### config.mk
export PLATFORM = sky130hd
export DESIGN_NAME = if_fetch_unit
export DESIGN_NICKNAME = d
export VERILOG_FILES = /design/src/rtl/if_fetch_unit_pkg.sv /design/src/rtl/if_fetch_unit.sv
export SDC_FILE = /design/constraint.sdc
export NUM_CORES = 1
export LEC_CHECK = 0
export ABC_AREA = 1
export CAP_MARGIN = 15
export CORE_MARGIN = 2
export CORE_UTILIZATION = 34
export DETAILED_ROUTE_END_ITERATION = 12
export SYNTH_ARGS = -nofsm -noshare
export SYNTH_HDL_FRONTEND = slang
export SYNTH_SLANG_ARGS = --single-unit
### constraint.sdc
create_clock -name clock -period 2.33 [get_ports clock]
set_clock_uncertainty 0.1 [all_clocks]
set_input_delay 0.466 -clock clock [delete_from_list [all_inputs] [get_ports clock]]
set_output_delay 0.466 -clock clock [all_outputs]
set_load 0.03 [all_outputs]
### src/rtl/if_fetch_unit_pkg.sv
// Shared fetch-stage definitions: FSM state encoding and bus widths.
package if_fetch_unit_pkg;

   localparam int unsigned FETCH_STATE_BUS = 2;
   localparam int unsigned INST_BUS        = 32;

   typedef enum logic [FETCH_STATE_BUS-1:0] {
      ST_REQ  = 2'd0,
      ST_WAIT = 2'd1,
      ST_HOLD = 2'd2
   } fetch_state_e;

endpackage

### src/rtl/if_fetch_unit.sv
// Instruction-fetch front end: owns the fetch PC, keeps one request outstanding
// on the imem port, and holds the returned instruction for id_stage.
module if_fetch_unit
   import if_fetch_unit_pkg::*;
#(
   parameter int unsigned      XLEN     = 64,
   parameter logic [XLEN-1:0]  PC_START = 64'h0000_0000_8000_0000
) (
   input  logic                 clock,
   input  logic                 reset,
   input  logic                 redirect_valid,
   input  logic [XLEN-1:0]      redirect_pc,
   output logic                 imem_req_valid,
   input  logic                 imem_req_ready,
   output logic [XLEN-1:0]      imem_req_addr,
   input  logic                 imem_resp_valid,
   input  logic [INST_BUS-1:0]  imem_resp_data,
   output logic                 inst_valid,
   input  logic                 inst_ready,
   output logic [XLEN-1:0]      inst_pc,
   output logic [INST_BUS-1:0]  inst,
   output logic [63:0]          fetch_cnt
);

   fetch_state_e    state;
   logic [XLEN-1:0] pc;
   logic            drop;
   logic [XLEN-1:0] redirect_target;

   assign redirect_target = {redirect_pc[XLEN-1:2], 2'b00};

   // Redirect gates both handshakes so a branch always wins over the same-cycle transfer.
   assign imem_req_valid = (state == ST_REQ) && !redirect_valid && !reset;
   assign imem_req_addr  = pc;
   assign inst_valid     = (state == ST_HOLD) && !redirect_valid && !reset;

   always_ff @(posedge clock) begin
      if (reset) begin
         pc        <= PC_START;
         state     <= ST_REQ;
         drop      <= 1'b0;
         inst      <= '0;
         inst_pc   <= '0;
         fetch_cnt <= '0;
      end else begin
         case (state)
            ST_REQ: begin
               if (redirect_valid) begin
                  pc <= redirect_target;
               end else if (imem_req_valid && imem_req_ready) begin
                  state <= ST_WAIT;
               end
            end
            ST_WAIT: begin
               if (imem_resp_valid && (drop || redirect_valid)) begin
                  drop  <= 1'b0;
                  state <= ST_REQ;
                  if (redirect_valid) begin
                     pc <= redirect_target;
                  end
               end else if (imem_resp_valid) begin
                  inst    <= imem_resp_data;
                  inst_pc <= pc;
                  state   <= ST_HOLD;
               end else if (redirect_valid) begin
                  // Request already in flight: remember to discard its response.
                  pc   <= redirect_target;
                  drop <= 1'b1;
               end
            end
            ST_HOLD: begin
               if (redirect_valid) begin
                  pc    <= redirect_target;
                  state <= ST_REQ;
               end else if (inst_valid && inst_ready) begin
                  pc        <= pc + XLEN'(4);
                  fetch_cnt <= fetch_cnt + 64'd1;
                  state     <= ST_REQ;
               end
            end
            default: begin
               state <= ST_REQ;
            end
         endcase
      end
   end

endmodule
==> impl_metrics.env, run 1 <==
export IMPL_number_of_nets_with_antenna_violations_after_detailed_routing=0
export IMPL_grt_pass1_vias=13200
export IMPL_place_ws_ps=-181.5
export IMPL_synth_seq_area_share_pct=36.41
export IMPL_cell_with_the_most_instances_after_synthesis="nand2_1"
export IMPL_avg_synthesized_cell_area_um2=6.199
export IMPL_largest_net_degree_at_the_start_of_global_routing=53
export IMPL_yosys_area_top_type_share_pct=36.41
export IMPL_final_fill_count=3653
export IMPL_finalCriticalPeriod_ps=2294
export IMPL_detail_route_first_pass_iterations=6
export IMPL_cts_root_to_sink_buffers=3
export IMPL_hold_slack_ps=376.8
export IMPL_rsz0062_at_grt="no"
export IMPL_worst_r2r_path_depth=10
export IMPL_synth_largest_area_cell="dfxtp_1"
export IMPL_reg2reg_setup_slack_ps=160
export IMPL_critPathLaunchType="register"
export IMPL_critical_path_endpoint="imem_req_addr[33]"
export IMPL_synth_top_cells_by_count="nand2_1, nor2_1, dfxtp_1"
export IMPL_global_route_wire_length_before_repair_um=75260
export IMPL_final_period_utilization_pct=98.46
export IMPL_gr_total_overflow=0
export IMPL_p_per_area_mw_per_mm2=553.7
export IMPL_route_vias_total=14252
export IMPL_critical_path_reg2reg_endpoint="imem_req_addr[54]"
export IMPL_synth_edff_count=0
export IMPL_dieArea_mm2=0.03760
export IMPL_synth_async_reset_ratio_pct=0
export IMPL_fin_util_pct=49.61
export IMPL_detail_route_wirelength_um=49330
export IMPL_synth_warnings=0
export IMPL_clock_insertion_delay_worst_skew_ps=550
export IMPL_fmax_mhz=435.9
export IMPL_cts_sink_count=223
export IMPL_drv_cap=0
export IMPL_finalNetCount=2467
export IMPL_final_layout_size_suffix_gt1_share_pct=8.477
export IMPL_core_area_mm2=0.03557
export IMPL_layout_cells_non_filler=2845
export IMPL_max_slew_margin_rel_pct=57.27
export IMPL_synth_cell_type_count=39
export IMPL_number_of_antenna_violations_at_the_first_check_in_global_routing=2
export IMPL_tritoncts="yes"
export IMPL_areaGrowthSynthToFinish_pct=43.91
export IMPL_path_cells="buf_4 -> clkdlybuf4s50_1"
export IMPL_grt_usage_pct=25.07
export IMPL_timing_hold_worst_class="reg -> reg"
export IMPL_critPathRequiredTime_ps=1760
export IMPL_worstReg2RegStart="imem_req_addr[2]"
export IMPL_place_detailed_instances=2793
export IMPL_commonest_register_cell_after_synthesis="dfxtp_1"
export IMPL_cp_max_fo=4
export IMPL_detail_route_wl_per_cell_um=17.34
export IMPL_ff_latch_count_synth=223
export IMPL_cts_buffers=27
export IMPL_finalSetupViolations=0
export IMPL_synth_top_cells_by_area="dfxtp_1, nand2_1, nor2_1"
export IMPL_worst_setup_path_type="reg -> out"
export IMPL_gp_congestion=0.9257
export IMPL_clock_tree_root_buffer_cell="clkbuf_16"
export IMPL_fp_dieW_um=193.9
export IMPL_status="completed"
export IMPL_cts_htree_levels=1
export IMPL_p_leak_uw=0.006825
export IMPL_crit_arrival_ps=1730
export IMPL_floorplan_rows=69
export IMPL_hold_start="inst[27]"
export IMPL_worst_pin_slew_ps=641.0
export IMPL_boundaryPins=328
export IMPL_hpwl_um=38050
export IMPL_synth_area_mm2=0.01226
export IMPL_critPathLaunch="imem_req_addr[33]"
export IMPL_ir_worst_vdd_v=0.0005580
export IMPL_hold_violations=0
export IMPL_final_max_slew_violation_count=0
export IMPL_die_h_um=193.9
export IMPL_numPortBuffers=321
export IMPL_drt_vias_per_instance=5.009
export IMPL_final_setup_worst_slack_ps=35.79
export IMPL_clkSlewWorstSetupHoldPaths_ps=60
export IMPL_initial_utilization_pct=34.47
export IMPL_critical_path_slowest_cell="clkdlybuf4s50_1"
export IMPL_crit_path_max_incr_delay_ps=680
export IMPL_critPathCaptureType="output pin"
export IMPL_post_route_drc_count=0
export IMPL_mapped_cells=1978
export IMPL_drt_iter0_markers=979
[how the worst min path moves through the flow]
| stage | depth (start not counted) | end | slack, ps |
|---|---|---|---|
| 2_1_floorplan | 2 | drop | 380 |
| 3_3_place_gp | 2 | inst_pc[18] | 360 |
| 3_5_place_dp | 2 | inst_pc[6] | 370 |
| 4_1_cts | 3 | state[0] | 380 |
| 5_1_grt | 3 | state[0] | 400 |
| 6_report | 2 | inst[27] | 380 |
[layout make-up]
type                       instances  area, um2  share of cell area (%)
sequential                       223       4464                   25.30
inverter                         174      658.1                   3.730
timing repair buffer             431       4175                   23.66
clock inverter                    12      195.2                   1.106
clock buffer                      37      773.2                   4.382
tap                              461      576.8                   3.269
antenna                            1      2.502                 0.01418
multi-input combinational       1506       6800                   38.54
[where the power goes]
group	internal, uW	leakage [uW]	switching, uW
clock network	2870	0.000475	1750
logic	489	0.00454	634
registers	3910	0.00181	118
[kinds of logic after synthesis]
kind of cell | after synthesis | synth area share [%]
fa+ha+maj | 2 | 0.2040
compound gates | 382 | 16.73
buf+inv | 252 | 8.326
simple gates | 1101 | 37.08
xor+xnor | 17 | 1.214
other cells | 1 | 0.03058
flops | 223 | 36.41
[cell usage in the layout, fill, tap and decap left out, types with 7 or more instances in the layout]
master / Yosys / layout
nor3_1: 24 / 23
nor2_4: 8 / 8
nor2_1: 390 / 388
o21ai_0: 176 / 176
o21ai_1: 7 / 7
dfxtp_1: 223 / 223
buf_12: 0 / 13
nand2_2: 6 / 7
buf_4: 8 / 100
nand2_1: 513 / 512
dlymetal6s2s_1: 0 / 12
a21oi_1: 146 / 146
xnor2_1: 8 / 8
xor2_1: 9 / 9
nand4_1: 29 / 29
dlygate4sd2_1: 0 / 39
clkbuf_16: 0 / 27
nand3_1: 103 / 103
inv_1: 169 / 167
nor2_2: 10 / 12
clkdlybuf4s50_1: 0 / 267
o21a_1: 38 / 38
[stage by stage]
step	area, um2	power (uW)	TNS (ps)
3_3_place_gp	16670	5255	-2788
6_report	17650	9771	0
3_5_place_dp	16670	5263	-6156
2_1_floorplan	12270	4654	0
4_1_cts	17590	9874	0
5_1_grt	17650	10110	0
[critical path: cells and delay by family (launching register included)]
family,cells,cell delay (ps)
buffers and inverters,2,840
DFF,1,360
[flip-flops by register name (all words and copies together) (netlist names)]
signal,flops
state,2
inst,32
drop,1
imem_req_addr,62
inst_pc,62
fetch_cnt,64
[layer usage]
layer	vias to the layer above	part of all wire, %	GRT usage, %
li1	7140	-	-
met1	6524	46	34.78
met2	507	44	40.28
met3	79	6.4	3.705
met4	2	3.0	7.464
met5	-	0.018	0
[what timing repair did]
action,4_1_cts,5_1_grt
setup buffers,0,2
setup endpoints to repair,41,19
hold buffers,0,0
resized for setup,40,14
cloned,0,0
pin swaps,0,2
No activity file was read; power rests on OpenSTA's default activity.
==> inputs of run 2 (changes only) <==
ABC_CLOCK_PERIOD_IN_PS = 2330   (was unset)
CAP_MARGIN = 20   (was 15)
==> results of run 2 <==
Final layout, timing and power as in run 1 (identical DEF).
